File: config.mk
export PLATFORM = sky130hd
export DESIGN_NAME = poly_operand_driver
export DESIGN_NICKNAME = d
export VERILOG_FILES = /design/src/rtl/poly_operand_driver.sv
export SDC_FILE = /design/constraint.sdc
export NUM_CORES = 1
export LEC_CHECK = 0
export ABC_AREA = 1
export BUFFER_PORTS_ARGS = -buffer_cell sky130_fd_sc_hd__buf_2
export CAP_MARGIN = 30
export CORE_UTILIZATION = 35
export DETAILED_ROUTE_END_ITERATION = 6
export PLACE_DENSITY = 0.58
export SETUP_SLACK_MARGIN = 0.3
export SYNTH_ARGS = -nofsm -noshare
export SYNTH_HDL_FRONTEND = slang
export SYNTH_SLANG_ARGS = --single-unit
File: constraint.sdc
create_clock -name Clock -period 2.9 [get_ports Clock]
set_input_delay 0.29 -clock Clock [delete_from_list [all_inputs] [get_ports Clock]]
set_output_delay 0.29 -clock Clock [all_outputs]
set_load 0.01 [all_outputs]
File: src/rtl/poly_operand_driver.sv
// poly_operand_driver: replays A, B, C, X to a button-style polynomial evaluator and captures its result.
// Latency: 1+GO_HIGH+GO_LOW cycles per operand, then up to TIMEOUT cycles waiting for ResultValid.
// Backpressure: none; Start is honoured only in IDLE, and every output is driven from a register.
module poly_operand_driver #(
  parameter int WIDTH   = 8,
  parameter int GO_HIGH = 2,
  parameter int GO_LOW  = 2,
  parameter int TIMEOUT = 16
) (
  input  logic             Clock,
  input  logic             Resetn,
  input  logic             Start,
  input  logic [WIDTH-1:0] OpA,
  input  logic [WIDTH-1:0] OpB,
  input  logic [WIDTH-1:0] OpC,
  input  logic [WIDTH-1:0] OpX,
  input  logic             ResultValid,
  input  logic [WIDTH-1:0] DataResult,
  output logic             Go,
  output logic [WIDTH-1:0] DataOut,
  output logic             Busy,
  output logic             Done,
  output logic             Timeout,
  output logic [WIDTH-1:0] Result
);

  // One shared counter covers the Go-high, Go-low and result-wait phases.
  localparam int CNT_MAX_HL = (GO_HIGH > GO_LOW) ? GO_HIGH : GO_LOW;
  localparam int CNT_MAX    = (CNT_MAX_HL > TIMEOUT) ? CNT_MAX_HL : TIMEOUT;
  localparam int CW         = $clog2(CNT_MAX + 1);

  localparam logic [CW-1:0] HI_LAST = CW'(GO_HIGH - 1);
  localparam logic [CW-1:0] LO_LAST = CW'(GO_LOW - 1);
  localparam logic [CW-1:0] TO_LAST = CW'(TIMEOUT - 1);

  typedef enum logic [2:0] {
    ST_IDLE  = 3'd0,
    ST_SETUP = 3'd1,
    ST_GO_HI = 3'd2,
    ST_GO_LO = 3'd3,
    ST_WAIT  = 3'd4
  } state_t;

  state_t           state_q, state_d;
  logic [1:0]       idx_q, idx_d;
  logic [CW-1:0]    cnt_q, cnt_d;
  logic [WIDTH-1:0] ops_q [4];
  logic [WIDTH-1:0] ops_d [4];

  logic             capture, expire;

  logic             go_q, go_d;
  logic [WIDTH-1:0] dout_q, dout_d;
  logic             busy_q, busy_d;
  logic             done_q, done_d;
  logic             tmo_q, tmo_d;
  logic [WIDTH-1:0] result_q, result_d;

  // State register together with operand index, phase counter and operand latches.
  always_ff @(posedge Clock or negedge Resetn) begin
    if (!Resetn) begin
      state_q <= ST_IDLE;
      idx_q   <= '0;
      cnt_q   <= '0;
      for (int i = 0; i < 4; i++) ops_q[i] <= '0;
    end else begin
      state_q <= state_d;
      idx_q   <= idx_d;
      cnt_q   <= cnt_d;
      for (int i = 0; i < 4; i++) ops_q[i] <= ops_d[i];
    end
  end

  // Next-state logic; a result arriving on the final wait cycle beats the timeout.
  always_comb begin
    state_d = state_q;
    idx_d   = idx_q;
    cnt_d   = cnt_q;
    ops_d   = ops_q;
    capture = 1'b0;
    expire  = 1'b0;
    case (state_q)
      ST_IDLE: begin
        if (Start) begin
          ops_d[0] = OpA;
          ops_d[1] = OpB;
          ops_d[2] = OpC;
          ops_d[3] = OpX;
          idx_d    = 2'd0;
          cnt_d    = '0;
          state_d  = ST_SETUP;
        end
      end
      ST_SETUP: begin
        cnt_d   = '0;
        state_d = ST_GO_HI;
      end
      ST_GO_HI: begin
        if (cnt_q == HI_LAST) begin
          cnt_d   = '0;
          state_d = ST_GO_LO;
        end else begin
          cnt_d = cnt_q + 1'b1;
        end
      end
      ST_GO_LO: begin
        if (cnt_q == LO_LAST) begin
          cnt_d = '0;
          if (idx_q == 2'd3) begin
            state_d = ST_WAIT;
          end else begin
            idx_d   = idx_q + 2'd1;
            state_d = ST_SETUP;
          end
        end else begin
          cnt_d = cnt_q + 1'b1;
        end
      end
      ST_WAIT: begin
        if (ResultValid) begin
          capture = 1'b1;
          cnt_d   = '0;
          idx_d   = 2'd0;
          state_d = ST_IDLE;
        end else if (cnt_q == TO_LAST) begin
          expire  = 1'b1;
          cnt_d   = '0;
          idx_d   = 2'd0;
          state_d = ST_IDLE;
        end else begin
          cnt_d = cnt_q + 1'b1;
        end
      end
      default: begin
        cnt_d   = '0;
        idx_d   = 2'd0;
        state_d = ST_IDLE;
      end
    endcase
  end

  // Output values for the coming cycle, derived from the state being entered.
  always_comb begin
    go_d     = (state_d == ST_GO_HI);
    busy_d   = (state_d != ST_IDLE);
    done_d   = capture;
    tmo_d    = expire;
    result_d = capture ? DataResult : result_q;
    dout_d   = '0;
    if (state_d == ST_SETUP || state_d == ST_GO_HI || state_d == ST_GO_LO) begin
      dout_d = ops_d[idx_d];
    end
  end

  // Output registers, so no output depends combinationally on an input.
  always_ff @(posedge Clock or negedge Resetn) begin
    if (!Resetn) begin
      go_q     <= 1'b0;
      dout_q   <= '0;
      busy_q   <= 1'b0;
      done_q   <= 1'b0;
      tmo_q    <= 1'b0;
      result_q <= '0;
    end else begin
      go_q     <= go_d;
      dout_q   <= dout_d;
      busy_q   <= busy_d;
      done_q   <= done_d;
      tmo_q    <= tmo_d;
      result_q <= result_d;
    end
  end

  assign Go      = go_q;
  assign DataOut = dout_q;
  assign Busy    = busy_q;
  assign Done    = done_q;
  assign Timeout = tmo_q;
  assign Result  = result_q;

endmodule
Word level (Yosys, flattened, before mapping)
Cells that the tools add are included.

Bitwise operators: 1. Shifts and indexed selects: 0. Magnitude comparators: 1. Reduce and logical (&&, ||, !) cells: 6. Multiplexer cells: 29. $mul: 0. Div/mod/pow operators: 0. Equal/unequal tests: 11. Add/sub/neg operators: 2.

Operator list (count): $mux 32 (2); $mux 8 (3); $mux 5 (4); $mux 3 (6); $bmux 8 s2 (1); $pmux 3 s5 (1); $pmux 5 s3 (1); $eq 3x2->1 const B (4); $mux 2 (5); $pmux 2 s4 (1); $eq 3x1->1 const B (2); $add 5x1->5 const B (1); $eq 5x1->1 const B (1); $eq 5x4->1 const B (1); $mux 1 (5); $reduce_or 2->1 (2); $eq 3x3->1 const B (1); $ge 3x3->1 const B (1); $logic_not 3->1 (1); $not 2->3 (1); $reduce_bool 3->1 (1); $add 2x1->2 const B (1); $eq 2x2->1 const B (1); $logic_or 1x1->1 (2); $ne 2x2->1 const B (1).

Memory bits (writable): 0. Bits in latches: 0. Register bits after elaboration: 62. ROM bits: 0. Memories kept: 0. Output and inout port bits: 20. Input port bits: 44.

Depth between registers and ports, before layout
Gate-level depths: netlist (run 1).

Word-level depth: 9. Depth in mapped cells: 13.

Worst setup path before layout (run 1)
No wires, ideal clock.

Path kind: register -> register. Start: reg cnt_q[0]. End: reg dout_q[6], in the netlist DataOut[6]. Stages on the path, launching flop included: 14. Setup time: 130 ps. Required time: 2770 ps. Buffers on the path: 1. Path slack: 1060 ps. Period minus slack after synthesis: 1840 ps. Arrival time: 1710 ps. Cells stage by stage: dfrtp_1 ha_1 nand3_1 inv_1 ha_1 inv_1 nand4_2 nand3_2 nand2_4 nand2_4 buf_6 nand2_1 nand3_1 a21oi_2.

Longest elaborated chain between the ends: 9. Elaborated cells on any way between the ends: 21.

Ends and longest elaborated chain: from (decl) (line 46) `logic [CW-1:0] cnt_q, cnt_d;`; from (signal assigned) (line 69) `cnt_q <= cnt_d;`; $eq 5x4->1 (line 125) `end else if (cnt_q == TO_LAST) begin`; $mux 2 (line 125); $mux 2 (line 120) `if (ResultValid) begin`; $pmux 2 s4 (*) (line 82) `case (state_q)`; named net idx_d[0] (line 45) `logic [1:0] idx_q, idx_d;`; $not 2->3 (not written as such) (*) (line 151) `dout_d = ops_d[idx_d];`; $bmux 8 s2 (*) (line 151); $mux 8 (not written as such) (*) (2 in series) (line 151); $mux 8 (*) (line 150) `if (state_d == ST_SETUP || state_d == ST_GO_HI || state_d == ST_GO_LO) begin`; named net dout_d[6] (line 53) `logic [WIDTH-1:0] dout_q, dout_d;`; to (signal assigned) (line 166) `dout_q <= dout_d;`; to (decl) (line 53).

The timed path passes the listed nets; every way through them passes the cells marked *. The select of a mux whose other input is x is not followed. A chain may end at the register's enable or synchronous reset.

Final worst setup path (run 1)
Start: reg state_q[0]. End: reg dout_q[1], in the netlist DataOut[1].

Longest elaborated chain between the ends: 8. Elaborated cells on any way between the ends: 24.

Ends and longest elaborated chain: from (decl) (line 44) `state_t state_q, state_d;`; from (signal assigned) (line 67) `state_q <= state_d;`; $eq 3x2->1 / $eq 3x1->1 (equally long branches) (line 82); $reduce_or 2->1 (no line); $pmux 2 s4 (line 82); $not 2->3 (not written as such) (line 151); $bmux 8 s2 (line 151); $mux 8 (not written as such) (2 in series) (line 151); $mux 8 (*) (line 150); named net dout_d[1] (line 53).

Marks and branches as above.

==> impl_results.md, run 1 <==
- DP Area: 3440 sq um
- Clock Sinks: 62
- Sequential area share after synthesis: 0.513
- Die Width: 95.0 microns
- DP HPWL: 4.82 mm
- Mapped Area: 3030 sq um
- Synth Warn #: 0
- Register area: 1550 sq um
- Post-Syn Nets: 396
- Max clock buf depth: 2
- Vias: 2380
- Routed WL: 6.80 mm
- DR pass1 iterations: 4
- Max-cap check violation count: 0
- Lkg Pwr: 1.91 nW
- Worst slew margin: 0.534
- Crit path max fanout: 39
- Critical Path RT: 3120 ps
- Period utilization: 0.757
- Overflow after GRT: 0
- Crit Path Category: reg -> reg
- Final setup violation count: 0
- Clock Root Buffer: clkbuf_8
- Final hold vios: 0
- Total CTS buffers: 9
- Final Worst Setup Slack: 704 ps
- Status: complete, no violations
- Mean Syn Cell Area: 8.70 sq um
- Total die area: 9020 sq um
- CTS tree: yes
- Seq pwr share: 0.350
- Min Tclk post-route: 2200 ps
- Multi-input logic area: 1120 sq um
- Clk network pwr share: 0.190
- P&R area growth vs syn: 20.0%
- Core Util, Final: 0.438
- Sw frac: 0.420
- Max Fclk: 455 MHz
- Design area: 3630 sq um
- Post-CTS setup buffer count: 0
- Clk_lat worst skew: 350 ps
- Worst-Margin Slew: 699 ps
- Antenna fix cells: 0
- Filler cells: 855
- Core area: 8300 sq um
- Share of the synthesized area in the top cell type: 0.513
- Initial Utilization: 0.365
- Psw: 1.61 mW
- Max-slew violations: 0
- Largest net degree at the start of global routing: 63
- IO buf count: 63
- Vias in the first global route: 2332
- Internal Dissipation: 2.22 mW
- Antenna Nets Post-Route: 0
- Power per cell area: 1050 nW/um^2
- Tot GR Track Use: 0.168
- Layout Skew: 8.78 ps
- DRC viols: 0
- Pre-CTS setup slack: 730 ps
- Startpoint types: flip-flop
- Synth area leader: dfrtp_1
- Initial antenna violation count: 0
- Worst hold path type: in -> reg
- Netlist cell types: 30
- Setup TNS: 0 ps
- # rows: 33
- Max rail drop VDD: 0.335 mV
- Die Ht: 95.0 microns
- GP Congestion: 0.769
- NumNets Final: 464
- WP data arrival: 2410 ps
- Area contributors post-synth: dfrtp_1 (51%), inv_1 (9.1%), nand2_1 (8.2%), nand3_1 (5.3%), o21ai_0 (4.0%)
- Worst-path clk slew: 60 ps
- Crit. End Element: flip-flop
- H-tree depth: 3
- Worst Hold Margin: 110 ps
- Via/cell ratio: 4.52
- Avg WL per Cell: 12.9 microns
- I/O pin total: 64
- Register bit total from synthesis: 62
- Unrepaired setup endpoints after global routing: false
- Cells after Synth: 348
- First-pass GRT wire length: 11.2 mm
- Iter 0 DRT Violations: 113
- Layout cells sized above 1: 0.292
- Combinational power share: 0.460
[power groups by stage]
stage	clock network, mW	registers [mW]	logic, mW
floorplan	0	1.37	1.34
global route	0.784	1.38	2.00
detailed placement	0	1.36	1.77
finish	0.727	1.34	1.76
global placement	0	1.35	1.75
CTS	0.741	1.34	1.78
[through the flow]
stage	power [mW]	instances
after floorplan	2.71	348
after global placement	3.10	509
after global routing	4.16	526
after detailed placement	3.13	509
final	3.83	526
after CTS	3.86	526
[area by class of cell]
type / count / share of cell area
Sequential cell: 62 / 0.427
Multi-Input combinational cell: 201 / 0.310
Timing Repair Buffer: 66 / 0.0971
Inverter: 76 / 0.0799
Clock buffer: 11 / 0.0362
Tap cell: 105 / 0.0362
Clock inverter: 5 / 0.0138
[cell usage after synthesis]
| master | number |
|---|---|
| nand4_2 | 1 |
| buf_6 | 2 |
| nor2_2 | 1 |
| xor2_1 | 2 |
| ha_1 | 4 |
| nor2_1 | 10 |
| a21oi_2 | 7 |
| or2_1 | 4 |
| o21ai_0 | 24 |
| nand2_1 | 66 |
| nor3_1 | 1 |
| nand2_4 | 3 |
| nor2_4 | 4 |
| nand2_2 | 9 |
| buf_4 | 2 |
| clkbuf_1 | 2 |
| nand3_1 | 32 |
| nand4_1 | 2 |
| dfrtp_1 | 62 |
| clkinv_4 | 1 |
| a21oi_1 | 2 |
| o22ai_1 | 1 |
| inv_2 | 2 |
| buf_2 | 3 |
| nand3_4 | 1 |
| or2_2 | 4 |
| nand3_2 | 11 |
| o21ai_1 | 10 |
| inv_1 | 73 |
| o211ai_1 | 2 |
[worst paths after layout]
path                             startpoint          to  slack (ps)  depth (start not counted)
max in group asynchronous            Resetn   ops_q[14]        2140                          3
worst max-delay path             state_q[0]  DataOut[1]         700                          6
min in group asynchronous            Resetn  state_q[2]         480                          3
worst max register to register   state_q[0]  DataOut[1]         700                          6
worst min register to register    Result[3]   Result[3]         470                          2
worst min-delay path            ResultValid     Timeout         110                          2
[layout by cell type (no fill, tap or decap), drive strengths merged]
master / netlist / routed
dfrtp: 62 / 62
bufinv: 0 / 1
buf: 7 / 65
a21oi: 9 / 9
o22ai: 1 / 1
clkbuf: 2 / 11
nand2: 78 / 78
nor2: 15 / 15
nand3: 44 / 44
nor3: 1 / 1
o21ai: 34 / 34
inv: 75 / 75
clkinv: 1 / 5
o211ai: 2 / 2
dlygate4sd3: 0 / 1
nand4: 3 / 3
ha: 4 / 4
or2: 8 / 8
xor2: 2 / 2
[state kept, by name, indices dropped and copies added, names as in the netlist]
register	count
ops_q	32
DataOut	8
Result	8
cnt_q	5
state_q	3
idx_q	2
Busy	1
Done	1
Go	1
Timeout	1
[kinds of logic after synthesis]
family                     count (synthesis)  synth area share
AOI/OAI and AO/OA                         46            0.0868
adders and majority gates                  4            0.0165
DFF                                       62             0.513
xor gates and xnor gates                   2           0.00579
buffers and inverters                     85             0.116
and+or+nand+nor                          149             0.263
[repair_timing]
action / CTS / global route
gates resized for setup: 0 / 0
hold buffers: 1 / 0
endpoints found under the hold margin: 62 / 0
[layer usage]
metal | track usage | share of wire | vias to the layer above
li1 | - | - | 1210
met1 | 0.239 | 0.48 | 1101
met2 | 0.244 | 0.44 | 57
met3 | 0.0298 | 0.059 | 12
met4 | 0.0833 | 0.020 | 0
met5 | 0 | 0 | -
[worst max-delay path, cell delays in order (launching register included)]
cell and delay (ps):
dfrtp_1 420, nor2_4 190, nand3_2 560, o21ai_0 570, nand3_1 160, nand3_2 110
a21oi_2 50
Power figures use the tool's default switching activity.
==> run 2, diff against run 1 <==
Clock period 2.9 ns to 2.2 ns, I/O delays scaled along.
==> run 2 against run 1 <==
Critical path depth is 6 higher. Fmax is 22% higher. Sequential cell count stayed put. Clock power is 44% higher. Sequential power is 33% higher. First-iteration DRC count is 1.8% higher. Non-clock buffer count is 12 higher. Utilization is 4.0 points higher. Wire length is 3.9% higher. Register-to-register slack worse by 310 ps. Largest cell class unchanged.
==> impl_results.md, run 2 (synthesis results as in run 1) <==
- DRC viols: 0 (unchanged)
- Tot GR Track Use: 0.163 (was 0.168)
- CTS tree: yes (unchanged)
- Startpoint types: flip-flop (unchanged)
- Period utilization: 0.819 (was 0.757)
- Most common cell after layout, fill and taps aside: inv_1 (unchanged)
- Total CTS buffers: 9 (unchanged)
- Lkg Pwr: 2.06 nW (was 1.91 nW)
- DP HPWL: 4.80 mm (was 4.82 mm)
- Total die area: 9020 sq um (unchanged)
- Worst slew margin: 0.568 (was 0.534)
- Die Width: 95.0 microns (unchanged)
- Setup TNS: 0 ps (unchanged)
- Antenna fix cells: 0 (unchanged)
- Max-cap check violation count: 0 (unchanged)
- Antenna Nets Post-Route: 0 (unchanged)
- Crit path max fanout: 8 (was 39)
- DP Area: 3460 sq um (was 3440 sq um)
- Max FFs per register: 32 (unchanged)
- Status: complete, no violations (unchanged)
- Routed WL: 7.07 mm (was 6.80 mm)
- Design area: 3970 sq um (was 3630 sq um)
- DR pass1 iterations: 4 (unchanged)
- GP Congestion: 0.786 (was 0.769)
- Worst-Margin Slew: 648 ps (was 699 ps)
- Worst hold path type: in -> reg (unchanged)
- Buf/Inv on CP: 2 (was 0)
- Crit-path max cell delay: 400 ps (was 570 ps)
- IO buf count: 63 (unchanged)
- Via/cell ratio: 4.53 (was 4.52)
- Power per cell area: 1440 nW/um^2 (was 1050 nW/um^2)
- Max clock buf depth: 2 (unchanged)
- Layout Skew: 7.67 ps (was 8.78 ps)
- Cell family with most CP delay: simple AND/OR/NAND/NOR gates (unchanged)
- Clk_lat worst skew: 340 ps (was 350 ps)
- Post-Layout Cell Count: 542 (was 526)
- P&R area growth vs syn: 31.0% (was 20.0%)
- Avg WL per Cell: 13.0 microns (was 12.9 microns)
- Crit. End Element: flip-flop (unchanged)
- Critical-path cell list: ha_2 > nand3_2 > inv_2 > ha_4 > inv_4 > nand4_4 > nand3_4 > nand2_8 > nand2_8 > nand2_2 > nand3_2 > a21oi_2 (was nor2_4 > nand3_2 > o21ai_0 > nand3_1 > nand3_2 > a21oi_2)
- Commonest non-fill, non-tap cells in the layout: inv_1 (70), nand2_1 (66), buf_2 (63) (was inv_1 (73), nand2_1 (66), buf_2 (63))
- Overflow after GRT: 0 (unchanged)
- Final setup violation count: 0 (unchanged)
- Filler cells: 813 (was 855)
- Initial antenna violation count: 0 (unchanged)
- Iter 0 DRT Violations: 115 (was 113)
- H-tree depth: 3 (unchanged)
- Largest net degree at the start of global routing: 42 (was 63)
- Crit Path Category: reg -> reg (unchanged)
- Worst-path clk slew: 70 ps (was 60 ps)
- Slowest CP cell: dfrtp_1 (was o21ai_0)
- Top reg by flops: ops_q (unchanged)
- Max Fclk: 555 MHz (was 455 MHz)
- # rows: 33 (unchanged)
- Core area: 8300 sq um (unchanged)
- Pre-CTS setup slack: 160 ps (was 730 ps)
- Worst Hold Margin: 62.5 ps (was 110 ps)
- Max-slew violations: 0 (unchanged)
- Vias: 2457 (was 2380)
- Clock Root Buffer: clkbuf_8 (unchanged)
- Final hold vios: 0 (unchanged)
- Min Tclk post-route: 1800 ps (was 2200 ps)
- NumNets Final: 481 (was 464)
- First-pass GRT wire length: 10.9 mm (was 11.2 mm)
- Clock Sinks: 62 (unchanged)
- Die Ht: 95.0 microns (unchanged)
- Layout cells sized above 1: 0.352 (was 0.292)
- Initial Utilization: 0.365 (unchanged)
- I/O pin total: 64 (unchanged)
- Placed cell count: 512 (was 509)
- Critical Path RT: 2430 ps (was 3120 ps)
- Max rail drop VDD: 0.610 mV (was 0.335 mV)
- Unrepaired setup endpoints after global routing: true (was false)
- Final Worst Setup Slack: 397 ps (was 704 ps)
- WP data arrival: 2030 ps (was 2410 ps)
- Vias in the first global route: 2235 (was 2332)
## run 2: worst paths after layout
| kind | startpoint | end | slack (ps) | cells after the start |
|---|---|---|---|---|
| max | cnt_q[1] | DataOut[1] | 400 | 12 |
| min | ResultValid | Timeout | 60 | 2 |
| max reg2reg | cnt_q[1] | DataOut[1] | 400 | 12 |
| min reg2reg | Result[4] | Result[4] | 470 | 2 |
| max in group asynchronous | Resetn | ops_q[30] | 1060 | 3 |
| min in group asynchronous | Resetn | cnt_q[0] | 440 | 2 |
## run 2: area by class of cell
cell class | count | area, sq um | area share
clock buffer | 10 | 128 | 0.0322
timing repair buffer | 78 | 495 | 0.125
tap | 105 | 131 | 0.0331
sequential | 62 | 1550 | 0.391
inverter | 76 | 295 | 0.0744
clock inverter | 5 | 75.1 | 0.0189
multi-input combinational | 206 | 1290 | 0.325
## run 2: per-stage QoR
step / power (mW) / utilization
after floorplan: 3.57 / -
after global placement: 4.09 / 0.417
after detailed placement: 4.15 / 0.417
after CTS: 5.36 / 0.452
after global routing: 6.14 / 0.478
final: 5.70 / 0.478
## run 2: where the power goes
part	switching, mW	internal (mW)	total [mW]
sequential	0.187	1.60	1.78
combinational	1.76	1.11	2.87
clock	0.424	0.626	1.05
## run 2: routing by layer
metal / vias up / routed length (microns) / track usage
li1: 1259 / - / -
met1: 1130 / 3330 / 0.231
met2: 58 / 3300 / 0.239
met3: 10 / 339 / 0.0378
met4: 0 / 102 / 0.0644
met5: - / 0 / 0
## run 2: worst reg2reg max path: stages, from the launching register on
cell     delay [ps]
dfrtp_1         400
ha_2            200
nand3_2          80
inv_2            50
ha_4            150
inv_4            60
nand4_4         120
nand3_4         190
nand2_8         120
nand2_8         140
nand2_2          70
nand3_2          80
a21oi_2          50
## run 2: what timing repair did
action	CTS	global route
hold endpoints to repair	27	0
setup endpoints to repair	8	8
cloned	2	3
pin swaps	3	15
gates resized for setup	5	24
hold buffers	1	0
setup buffers	1	8
==> run 3, diff against run 2 <==
Settings changed: PLACE_DENSITY 0.58 to 0.6.
Clock period 2.2 ns to 1.5 ns, I/O delays scaled along.
==> run 3 against run 2 <==
The run now ends with setup timing left. Combinational power up 130%. Setup slack worse by 700 ps. First-iteration DRC count down 7.0%. Power up 90%. Wire length up 30%. Critical path depth unchanged. Clock power up 42%. Via count up 16%. Global-route usage up 4.5 points. Critical endpoint unchanged.
==> impl_results.md, run 3 (synthesis results as in run 1) <==
- DR pass1 iterations: 4 (unchanged)
- Initial antenna violation count: 0 (unchanged)
- Routed WL: 9.16 mm (was 7.07 mm)
- Die Ht: 95.0 microns (unchanged)
- Largest net degree at the start of global routing: 63 (was 42)
- Sw frac: 0.411 (was 0.416)
- Internal Dissipation: 6.38 mW (was 3.33 mW)
- Design area: 5120 sq um (was 3970 sq um)
- Vias: 2850 (was 2457)
- IO buf count: 63 (unchanged)
- Power per cell area: 2110 nW/um^2 (was 1440 nW/um^2)
- Final Worst Setup Slack: -302 ps (was 397 ps)
- WP data arrival: 2080 ps (was 2030 ps)
- H-tree depth: 3 (unchanged)
- Seq pwr share: 0.246 (was 0.312)
- Tot GR Track Use: 0.208 (was 0.163)
- Worst slew margin: 0.762 (was 0.568)
- Max-cap check violation count: 0 (unchanged)
- Most common cell after layout, fill and taps aside: buf_2 (was inv_1)
- Vias in the first global route: 2906 (was 2235)
- DP HPWL: 4.96 mm (was 4.80 mm)
- Unrepaired setup endpoints after global routing: true (unchanged)
- Layout cells sized above 1: 0.615 (was 0.352)
- Psw: 4.45 mW (was 2.37 mW)
- Min Tclk post-route: 1800 ps (about the same)
- Critical Path RT: 1780 ps (was 2430 ps)
- I/O pin total: 64 (unchanged)
- Via/cell ratio: 4.72 (was 4.53)
- CTS tree: yes (unchanged)
- Initial Utilization: 0.365 (unchanged)
- Startpoint types: flip-flop (unchanged)
- Lkg Pwr: 2.61 nW (was 2.06 nW)
- Antenna Nets Post-Route: 0 (unchanged)
- Clock Root Buffer: clkbuf_8 (unchanged)
- Crit path max fanout: 6 (was 8)
- # rows: 33 (unchanged)
- P&R area growth vs syn: 69.3% (was 31.0%)
- Avg WL per Cell: 15.2 microns (was 13.0 microns)
- Crit Path Category: reg -> reg (unchanged)
- Worst-path clk slew: 60 ps (was 70 ps)
- Overflow after GRT: 0 (unchanged)
- Filler cells: 665 (was 813)
- GP Congestion: 0.778 (was 0.786)
- Clk_lat worst skew: 350 ps (was 340 ps)
- Worst-Margin Slew: 358 ps (was 648 ps)
- First-pass GRT wire length: 13.9 mm (was 10.9 mm)
- DP Area: 3870 sq um (was 3460 sq um)
- Iter 0 DRT Violations: 107 (was 115)
- Core area: 8300 sq um (unchanged)
- Antenna fix cells: 0 (unchanged)
- Max FFs per register: 32 (unchanged)
- Total die area: 9020 sq um (unchanged)
- Layout Skew: 6.65 ps (was 7.67 ps)
- Clk network pwr share: 0.137 (was 0.184)
- Max Fclk: 555 MHz (about the same)
- Crit. End Element: flip-flop (unchanged)
- Worst hold path type: in -> reg (unchanged)
- Period utilization: 1.20 (was 0.819)
- Die Width: 95.0 microns (unchanged)
- Max-slew violations: 0 (unchanged)
- Failing checks: setup timing
- Combinational power share: 0.616 (was 0.504)
- NumNets Final: 545 (was 481)
- Max clock buf depth: 2 (unchanged)
- Commonest non-fill, non-tap cells in the layout: buf_2 (63), dfrtp_1 (62), inv_1 (56) (was inv_1 (70), nand2_1 (66), buf_2 (63))
- Final setup violation count: 30 (was 0)
- Total CTS buffers: 9 (unchanged)
- DRC viols: 0 (unchanged)
- Power, Total: 10.8 mW (was 5.70 mW)
- Max rail drop VDD: 0.845 mV (was 0.610 mV)
- Top reg by flops: ops_q (unchanged)
- Status: finished with violations (was complete, no violations)
- Clock Sinks: 62 (unchanged)
- Final hold vios: 0 (unchanged)
run 3: changes by cell type in the layout (fill, tap and decap cells not counted), sizes merged, moves of 2 or more:
cell	delta
buf	+65
nand2	-3
clkbuf	+2
clkinv	-2
dlygate4sd3	+2
run 3: repair_timing:
| item | in CTS | in global routing |
|---|---|---|
| gates resized for setup | 151 | 38 |
| endpoints found under the hold margin | 64 | 0 |
| setup buffers | 19 | 5 |
| hold buffers | 3 | 0 |
| pin swaps | 45 | 24 |
| cloned | 7 | 0 |
| setup endpoints to repair | 62 | 62 |
run 3: critical path: stages (launching register included):
cell and delay, ps:
dfrtp_1 400, ha_2 210, nand3_2 90, inv_2 50, ha_4 150, inv_4 50
nand4_4 90, nand3_4 140, nand2_8 100, buf_8 160, nand3_2 80, nand3_2 90
a21oi_2 130
run 3: final timing paths:
check / startpoint / endpoint / slack (ps) / depth (start not counted)
worst min-delay path: DataResult[0] / Result[0] / 6 / 3
worst min register to register: Result[1] / Result[1] / 470 / 2
worst max-delay path: cnt_q[1] / DataOut[1] / -300 / 12
worst max register to register: cnt_q[1] / DataOut[1] / -300 / 12
min in group asynchronous: Resetn / state_q[2] / 330 / 3
max in group asynchronous: Resetn / cnt_q[1] / 860 / 3
run 3: area by class of cell:
cell class	instances	area, sq um	area share
multi-input cells	202	1700	0.331
flip-flops and latches	62	1550	0.303
repair buffers	146	1240	0.242
inverters	76	310	0.0606
clock buffers	12	165	0.0322
well taps	105	131	0.0256
clock inverters	1	30.0	0.00586
run 3: power by group through the flow:
stage / combinational [mW] / clock, mW / sequential [mW]
6_report: 6.68 / 1.49 / 2.67
5_1_grt: 7.17 / 1.59 / 2.74
3_3_place_gp: 4.26 / 0 / 2.60
3_5_place_dp: 4.36 / 0 / 2.61
4_1_cts: 5.94 / 1.51 / 2.65
2_1_floorplan: 2.62 / 0 / 2.65
run 3: metrics by stage:
step           setup TNS [ps]  hold slack [ps]  worst slack (ps)   util  cells
6_report                -5170             6.36              -302  0.617    604
2_1_floorplan           -2220             -146              -276      -    348
3_5_place_dp            -2910              190              -278  0.467    557
5_1_grt                 -8430             13.9              -397  0.617    604
4_1_cts                 -3510             4.89              -228  0.592    599
3_3_place_gp            -2280              185              -226  0.467    557
run 3: layer usage:
layer	vias to the layer above	share of wire	track usage
li1	1375	-	-
met1	1385	0.43	0.273
met2	75	0.50	0.326
met3	15	0.049	0.0467
met4	0	0.018	0.0985
met5	-	0	0
